$ cat src/rtl/io_timer_gpio.sv
`timescale 1ns/100ps
// io_timer_gpio: memory-mapped LED register, synchronised switch input and a
// 32-bit down-counting timer with expiry flag and level interrupt.
module io_timer_gpio #(
  parameter int LED_W = 16,
  parameter int SW_W  = 16
) (
  input  logic             clk,
  input  logic             rst,
  input  logic             ioCe,
  input  logic             ioWe,
  input  logic [31:0]      ioAddr,
  input  logic [31:0]      ioWtData,
  output logic [31:0]      ioRdData,
  input  logic [SW_W-1:0]  sw_in,
  output logic [LED_W-1:0] led_out,
  output logic             irq
);

  localparam logic [0:0] ST_IDLE = 1'b0;
  localparam logic [0:0] ST_RUN  = 1'b1;

  localparam logic [7:0] OFF_LED    = 8'h00;
  localparam logic [7:0] OFF_SW     = 8'h04;
  localparam logic [7:0] OFF_CTRL   = 8'h08;
  localparam logic [7:0] OFF_LOAD   = 8'h0C;
  localparam logic [7:0] OFF_COUNT  = 8'h10;
  localparam logic [7:0] OFF_STATUS = 8'h14;

  logic             sel_s;
  logic [7:0]       off_s;
  logic             wr_led_s, wr_ctrl_s, wr_load_s, wr_status_s;

  logic [LED_W-1:0] led_q, led_d;
  logic [SW_W-1:0]  sw_meta_q, sw_meta_d, sw_sync_q, sw_sync_d;
  logic             en_q, en_d, auto_q, auto_d, ie_q, ie_d;
  logic [31:0]      load_q, load_d, count_q, count_d;
  logic             exp_q, exp_d;
  logic [0:0]       state_q, state_d;
  logic [31:0]      rd_s;
  logic             unused_s;

  // Address decode and write strobes
  always_comb begin
    off_s       = ioAddr[7:0];
    sel_s       = ioCe && (ioAddr[27:8] == 20'd0) && (ioAddr[1:0] == 2'd0);
    wr_led_s    = sel_s && ioWe && (off_s == OFF_LED);
    wr_ctrl_s   = sel_s && ioWe && (off_s == OFF_CTRL);
    wr_load_s   = sel_s && ioWe && (off_s == OFF_LOAD);
    wr_status_s = sel_s && ioWe && (off_s == OFF_STATUS);
  end

  // Register and timer next-state logic
  always_comb begin
    led_d     = led_q;
    sw_meta_d = sw_in;
    sw_sync_d = sw_meta_q;
    en_d      = en_q;
    auto_d    = auto_q;
    ie_d      = ie_q;
    load_d    = load_q;
    count_d   = count_q;
    exp_d     = exp_q;
    state_d   = state_q;

    if (wr_led_s) begin
      led_d = ioWtData[LED_W-1:0];
    end else begin
      led_d = led_q;
    end

    if (wr_load_s) begin
      load_d = ioWtData;
    end else begin
      load_d = load_q;
    end

    // Clear first so a same-edge expiry below wins
    if (wr_status_s && ioWtData[0]) begin
      exp_d = 1'b0;
    end else begin
      exp_d = exp_q;
    end

    if (wr_ctrl_s) begin
      en_d   = ioWtData[0];
      auto_d = ioWtData[1];
      ie_d   = ioWtData[2];
      if (ioWtData[0]) begin
        count_d = load_q;
        state_d = ST_RUN;
      end else begin
        state_d = ST_IDLE;
      end
    end else begin
      case (state_q)
        ST_IDLE: state_d = ST_IDLE;
        ST_RUN: begin
          if (count_q != 32'd0) begin
            count_d = count_q - 32'd1;
          end else begin
            exp_d = 1'b1;
            if (auto_q) begin
              count_d = load_q;
            end else begin
              en_d    = 1'b0;
              state_d = ST_IDLE;
            end
          end
        end
        default: state_d = ST_IDLE;
      endcase
    end
  end

  // Combinational read mux
  always_comb begin
    rd_s = 32'd0;
    if (sel_s) begin
      case (off_s)
        OFF_LED:    rd_s[LED_W-1:0] = led_q;
        OFF_SW:     rd_s[SW_W-1:0]  = sw_sync_q;
        OFF_CTRL:   rd_s[2:0]       = {ie_q, auto_q, en_q};
        OFF_LOAD:   rd_s            = load_q;
        OFF_COUNT:  rd_s            = count_q;
        OFF_STATUS: rd_s[0]         = exp_q;
        default:    rd_s            = 32'd0;
      endcase
    end else begin
      rd_s = 32'd0;
    end
  end

  // State registers with synchronous reset
  always_ff @(posedge clk) begin
    if (rst) begin
      led_q     <= '0;
      sw_meta_q <= '0;
      sw_sync_q <= '0;
      en_q      <= 1'b0;
      auto_q    <= 1'b0;
      ie_q      <= 1'b0;
      load_q    <= 32'd0;
      count_q   <= 32'd0;
      exp_q     <= 1'b0;
      state_q   <= ST_IDLE;
    end else begin
      led_q     <= led_d;
      sw_meta_q <= sw_meta_d;
      sw_sync_q <= sw_sync_d;
      en_q      <= en_d;
      auto_q    <= auto_d;
      ie_q      <= ie_d;
      load_q    <= load_d;
      count_q   <= count_d;
      exp_q     <= exp_d;
      state_q   <= state_d;
    end
  end

  assign ioRdData = rd_s;
  assign led_out  = led_q;
  assign irq      = exp_q & ie_q;
  assign unused_s = ^{ioAddr[31:28], ioWtData};

endmodule

$ cat config.mk
export PLATFORM = sky130hd
export DESIGN_NAME = io_timer_gpio
export DESIGN_NICKNAME = d
export VERILOG_FILES = /design/src/rtl/io_timer_gpio.sv
export SDC_FILE = /design/constraint.sdc
export NUM_CORES = 1
export LEC_CHECK = 0
export CORE_UTILIZATION = 38
export CTS_BUF_LIST = sky130_fd_sc_hd__clkbuf_4 sky130_fd_sc_hd__clkbuf_8
export DETAILED_ROUTE_END_ITERATION = 12
export PLACE_DENSITY = 0.7
export SYNTH_ARGS = -nofsm -noshare
export SYNTH_HDL_FRONTEND = slang
export SYNTH_SLANG_ARGS = --single-unit
$ cat constraint.sdc
create_clock -name clk -period 10.5 [get_ports clk]
set_clock_uncertainty 0.2 [all_clocks]
set_input_delay 2.625 -clock clk [delete_from_list [all_inputs] [get_ports clk]]
set_output_delay 2.625 -clock clk [all_outputs]
set_load 0.05 [all_outputs]
==> flow_summary.yaml <==
run_status:
  outcome: "completed"
setup_path:
  path_class: "primary input to output pin"
  cp_num_buf_inv: 3
  critPathTopFamily: "simple AND/OR/NAND/NOR gates"
  critical_path_arrival_ps: 5960
  cp_cell_sequence: "clkdlybuf4s50_1, or4_1, nor2_1, nand3_1, nor2_2, buf_4, a22oi_1, nor2_1, clkdlybuf4s50_1"
  cp_max_fo: 17
  critPathSlowestCell: "clkdlybuf4s50_1"
  critPathLaunch: "ioAddr[7]"
  r2r_start: "count_q[12]$_SDFFE_PP0P_"
  max_stage_delay_ps: 830
  cp.required_ps: 7680
  crit_path_end_kind: "output pin"
  crit_path_start_kind: "primary input"
clock_tree:
  cts.clk_slew.worst_paths_ps: 70
  cts.sinks: 117
  root_buffer: "clkbuf_8"
  cts_tree: "yes"
  cts-resized-gates: 0
  clk_path_buf_depth: 2
  clk_latency_ps: 450
  cts_hold_buf: 0
  cts_max_level: 4
  postCtsSetupBuffers: 0
  numCtsBuffers: 17
timing:
  finalSetupViolCount: 0
  fin_crit_ps: 8790
  grt_setup_unrepaired: "no"
  slew_headroom_pct: 25.6
  setup-tns-final_ps: 0
  fin_ws_ps: 1710
  finalHoldViolations: 0
  fmax_mhz: 114
  fin_crit_sh_pct: 83.7
  slew_viol_final: 0
  tightestPinTransition_ps: 1120
synth:
  avgSynthCellArea_sq_um: 8.13
  synth_edf_count: 0
  ys_types: 57
  ys_ff_latch: 117
  synthCells: 741
  syn_nets: 827
  post-synth-top-area-fraction_pct: 38.9
  async_flop_share_pct: 0
  synth.cell_area_sq_um: 6020
  synthTopCellsByArea: "dfxtp_1, nand2_1, mux2i_1, a22oi_1, nor2_1"
  synth_top_cell_by_area: "dfxtp_1"
  synthFlopType: "dfxtp_1"
  ys_warn_count: 0
  seq_area_frac_synth_pct: 38.9
floorplanning:
  num_rows: 45
  die_area_sq_um: 16400
  die_width_um: 128
  core_sq_um: 15300
  die_y_um: 128
  ios: 133
  start_util_pct: 39.3
global_routing:
  antenna_found_initial: 0
  grt_max_degree: 74
  grt_use_total_pct: 21.7
  grt_overflow_total: 0
  first_global_vias: 5544
  grt_pass1_wl_mm: 28.2
detailed_routing:
  routed_wl_mm: 17.4
  wire_per_inst_um: 16.3
  ant_nets: 0
  viasPerCell: 5.45
  vias: 5804
  firstDrtPassIters: 5
  drc: 0
  drt_first_iter_violations: 574
place:
  gp_congestion: 0.853
  pre_cts_ws_ps: 1720
  hpwl_mm: 11.6
  port-buffer-count: 128
final_layout:
  final_cell_mix: "clkdlybuf4s50_1, dfxtp_1, nand2_1"
  synthToLayoutAreaGrowth_pct: 30.4
  drive_gt1_share_pct: 9.03
  diodes: 0
  num-nets-final: 927
  layout_commonest_cell: "clkdlybuf4s50_1"
flow_run:
  drv_cap: 0
power:
  p_leak_nw: 2.87
  seqPwrFrac_pct: 45.5
  ir_drop_v: 0.0000760
  power_frac_clock_pct: 48.9
  p_sw_share_pct: 21.6
  power.density_nw_per_um2: 126
  p_sw_w: 0.000214
  combinationalPowerShare_pct: 5.6
  p_int_w: 0.000777
hold_path:
  min-delay-start: "sw_meta_q[13]$_SDFF_PP0_"
  hold_class: "register to register"
==> path summary, 6_finish.rpt <==
check,endpoint,slack (ps),cells after the start
setup / recovery,ioRdData[24],1710,9
hold / removal,sw_sync_q[13]$_SDFF_PP0_,240,1
setup reg to reg,count_q[27]$_SDFFE_PP0P_,6760,6
hold reg to reg,sw_sync_q[13]$_SDFF_PP0_,240,1
==> registers in the layout, indices dropped and copies added, names as in the netlist, 16 cells and up <==
register,count
count_q,32
led_out,16
load_q,32
sw_meta_q,16
sw_sync_q,16
==> worst reg2reg max path: cells and delay by family (launching register included) <==
kind	cells	cell delay [ps]
compound gates	2	1000
simple gates	4	2090
flops	1	370
==> cell type report <==
type,count,area [sq um]
clock buffers,19,262
clock inverters,12,201
fillers,1499,7460
inverters,19,71.3
multi-input cells,545,3340
flip-flops and latches,117,2340
well taps,211,264
repair buffers,141,1380
==> power groups by stage <==
stage	clock network, W	registers [W]	logic [W]
detailed placement	0	0.000461	0.0000558
CTS	0.000490	0.000450	0.0000561
global placement	0	0.000460	0.0000557
global route	0.000510	0.000451	0.0000604
floorplan	0	0.000460	0.0000200
finish	0.000485	0.000450	0.0000558
==> layer usage <==
layer | vias up | GRT usage, % | routed length [um]
li1 | 2857 | - | -
met1 | 2724 | 28.5 | 7960
met2 | 197 | 35.4 | 8130
met3 | 26 | 4.55 | 995
met4 | 0 | 7.34 | 272
met5 | - | 0 | 0
==> cells by family (layout without fill, tap and decap cells) <==
logic type                 count (synthesis)  after routing  synth area share (%)
and+or+nand+nor                          321            321                  25.8
AOI/OAI and AO/OA                        170            170                  20.2
DFF                                      117            117                  38.9
buffers and inverters                     79            191                  5.73
muxes                                     52             52                  8.95
adders and majority gates                  2              2                 0.415
==> per-stage QoR <==
stage | power, W | hold slack (ps) | util (%) | cells | cell area, sq um
3_5_place_dp | 0.000516 | 222 | 48.3 | 1033 | 7390
2_1_floorplan | 0.000480 | 214 | - | 741 | 6020
5_1_grt | 0.00102 | 251 | 51.3 | 1064 | 7860
4_1_cts | 0.000997 | 239 | 51.3 | 1064 | 7860
3_3_place_gp | 0.000516 | 218 | 48.3 | 1033 | 7390
6_report | 0.000991 | 236 | 51.3 | 1064 | 7860
==> cell usage after synthesis, types with 4 or more instances <==
cell       count
a21oi_1       63
a22oi_1       43
a2bb2oi_1      5
a32oi_1        5
and2_1         6
and3_1         4
buf_2          5
clkbuf_1      46
dfxtp_1      117
inv_1         18
mux2_2        15
mux2i_1       37
nand2_1      107
nand3_1        9
nand4_1        6
nor2_1        85
nor2b_1       33
nor3_1        21
nor4_1        16
o221ai_1       7
o22ai_1       12
o32ai_1       14
or3_1         10
or4_1          6
Power figures use the tool's default switching activity.
==> variant: new RTL, same settings <==
Make the reset (`rst`) asynchronous in one clocked block. Comments in the files are not updated.
--- a/src/rtl/io_timer_gpio.sv
+++ b/src/rtl/io_timer_gpio.sv
@@ -132,7 +132,7 @@
   end
 
   // State registers with synchronous reset
-  always_ff @(posedge clk) begin
+  always_ff @(posedge clk or posedge rst) begin
     if (rst) begin
       led_q     <= '0;
       sw_meta_q <= '0;
Behaviour: differs if rst is asserted again (counterexample within 4 cycles, from zero or initial values and one cycle with rst high); with rst held inactive, the same outputs for 4 cycles.
==> variant against the unedited design <==
  * Synthesized area decreased by 3.4%
  * Wire length decreased by 8.2%
  * Worst setup slack got worse by 0.15 ns
  * Total power decreased by 9.7%
  * Sequential cell count unchanged
  * Sequential power increased by 2%
  * Utilization increased by 0.30 points
  * Final area decreased by 3.1%
  * Highest routed layer unchanged
==> variant: results (changes against the unedited design) <==
----------------------------------------------------
[Outcome]
  Outcome ... finished, final reports clean (unchanged)

[Timing]
  Headroom to the max-slew limit ... 24.3% (was 25.6%)

[GRT]
  Number of global-route vias before repair ... 5238 (was 5544)
  Met1 capacity usage during global routing ... 26.8% (was 28.5%)
  Wire length of the first global-routing pass ... 26100 um (was 28200 um)
  Overall global routing resource usage ... 20.6% (was 21.7%)
  GR met2 Demand/Resource ... 33.5% (was 35.4%)
  Met3 Use GR ... 5.44% (was 4.55%)

[Critical path]
  Worst setup path startpoint ... ioAddr[4] (was ioAddr[7])
  Worst Path Max Fanout ... 18 (was 17)
  Largest delay share family, worst path ... buffers and inverters (was simple AND/OR/NAND/NOR gates)
  Startpoint of the most critical register-to-register path ... count_q[0] (was count_q[12])
  Arrival time worst endpoint ... 6.12 ns (was 5.96 ns)
  Critical Path Max Stage Delay ... 0.85 ns (was 0.83 ns)

[Layout]
  Fraction of layout instances using a drive strength above 1 ... 15.8% (was 9.03%)
  Fill cell count ... 1336 (was 1499)
  Total area of multi-input combinational cells ... 0.00264 mm2 (was 0.00334 mm2)

[Placement]
  Post-detailed-placement half-perimeter wirelength ... 11100 um (was 11600 um)
  Routability Congestion ... 0.845 (was 0.853)
  Post-placement cell area ... 0.00724 mm2 (was 0.00739 mm2)
  Placed Cells incl. Taps ... 841 (was 1033)

[Logic synthesis]
  Post-synth net total ... 641 (was 827)
  Main synth FF type ... sky130_fd_sc_hd__dfrtp_1 (was sky130_fd_sc_hd__dfxtp_1)
  Most numerous cell types in the synthesized netlist ... sky130_fd_sc_hd__dfrtp_1 (117), sky130_fd_sc_hd__mux2_2 (47), sky130_fd_sc_hd__nor2_1 (40) (was sky130_fd_sc_hd__dfxtp_1 (117), sky130_fd_sc_hd__nand2_1 (107), sky130_fd_sc_hd__nor2_1 (85))
  Largest cells by area after synthesis ... sky130_fd_sc_hd__dfrtp_1 (50%), sky130_fd_sc_hd__mux2_2 (9.1%), sky130_fd_sc_hd__a22oi_1 (3.7%) (was sky130_fd_sc_hd__dfxtp_1 (39%), sky130_fd_sc_hd__nand2_1 (6.7%), sky130_fd_sc_hd__mux2i_1 (6.1%))
  Post-synthesis compound-gate area fraction ... 17.7% (was 20.2%)
  Average footprint of a synthesized cell ... 10.5 um2 (was 8.13 um2)
  Distinct cell type count of the synthesized netlist ... 55 (was 57)
  Sequential area share after synthesis ... 50.3% (was 38.9%)
  Post-synthesis mux area share ... 11.3% (was 8.95%)

[Detailed routing]
  Per-cell routed wire length ... 18.3 um (was 16.3 um)
  WL met3 ... 1030 um (was 995 um)
  Drt initial violations ... 496 (was 574)
  Total vias in the final route ... 5054 (was 5804)
  Number of detailed-route iterations in the first pass ... 6 (was 5)
  Detailed Route WL ... 15900 um (was 17400 um)
  Met2 wire length ... 7580 um (was 8130 um)

[Power and ir drop]
  Psw ... 216 uW (was 214 uW)
  Leakage power ... 0.00313 uW (was 0.00287 uW)

----------------------------------------------------
==> variant: cell types whose count changed in the layout (fill, tap and decap cells not counted), moves of 14 or more <==
| cell | before | now |
|---|---|---|
| sky130_fd_sc_hd__mux2i_1 | 37 | 13 |
| sky130_fd_sc_hd__nor2_1 | 84 | 39 |
| sky130_fd_sc_hd__mux2_2 | 15 | 47 |
| sky130_fd_sc_hd__dfxtp_1 | 117 | 0 |
| sky130_fd_sc_hd__a222oi_1 | 0 | 15 |
| sky130_fd_sc_hd__a21oi_1 | 63 | 31 |
| sky130_fd_sc_hd__a22oi_1 | 43 | 29 |
| sky130_fd_sc_hd__o21ai_0 | 0 | 15 |
| sky130_fd_sc_hd__nand2_1 | 107 | 39 |
| sky130_fd_sc_hd__nor2b_1 | 33 | 1 |
| sky130_fd_sc_hd__dfrtp_1 | 0 | 117 |
==> variant: power groups by stage <==
stage               clock, uW  combinational (uW)  sequential [uW]
detailed placement          0                44.6              467
global route              421                48.1              459
finish                    392                43.9              458
floorplan                   0                8.94              467
CTS                       401                44.8              458
global placement            0                43.5              467
==> variant: area by class of cell <==
cell class                 instances  share of cell area [%]
tap                              184                    3.02
inverter                          22                    1.12
clock inverter                    13                    1.64
sequential                       117                    38.5
multi-input combinational        380                    34.7
timing repair buffer             138                    17.8
clock buffer                      18                    3.25
==> variant: path summary, 6_finish.rpt <==
kind,cells after the start,slack (ns),end
worst max-delay path,8,1.56,ioRdData[0]
worst min-delay path,0,0.15,sw_sync_q[4]
worst max register to register,10,6.93,count_q[13]
worst min register to register,0,0.15,sw_sync_q[4]
max in group asynchronous,3,6.42,count_q[21]
min in group asynchronous,2,2.48,sw_meta_q[4]
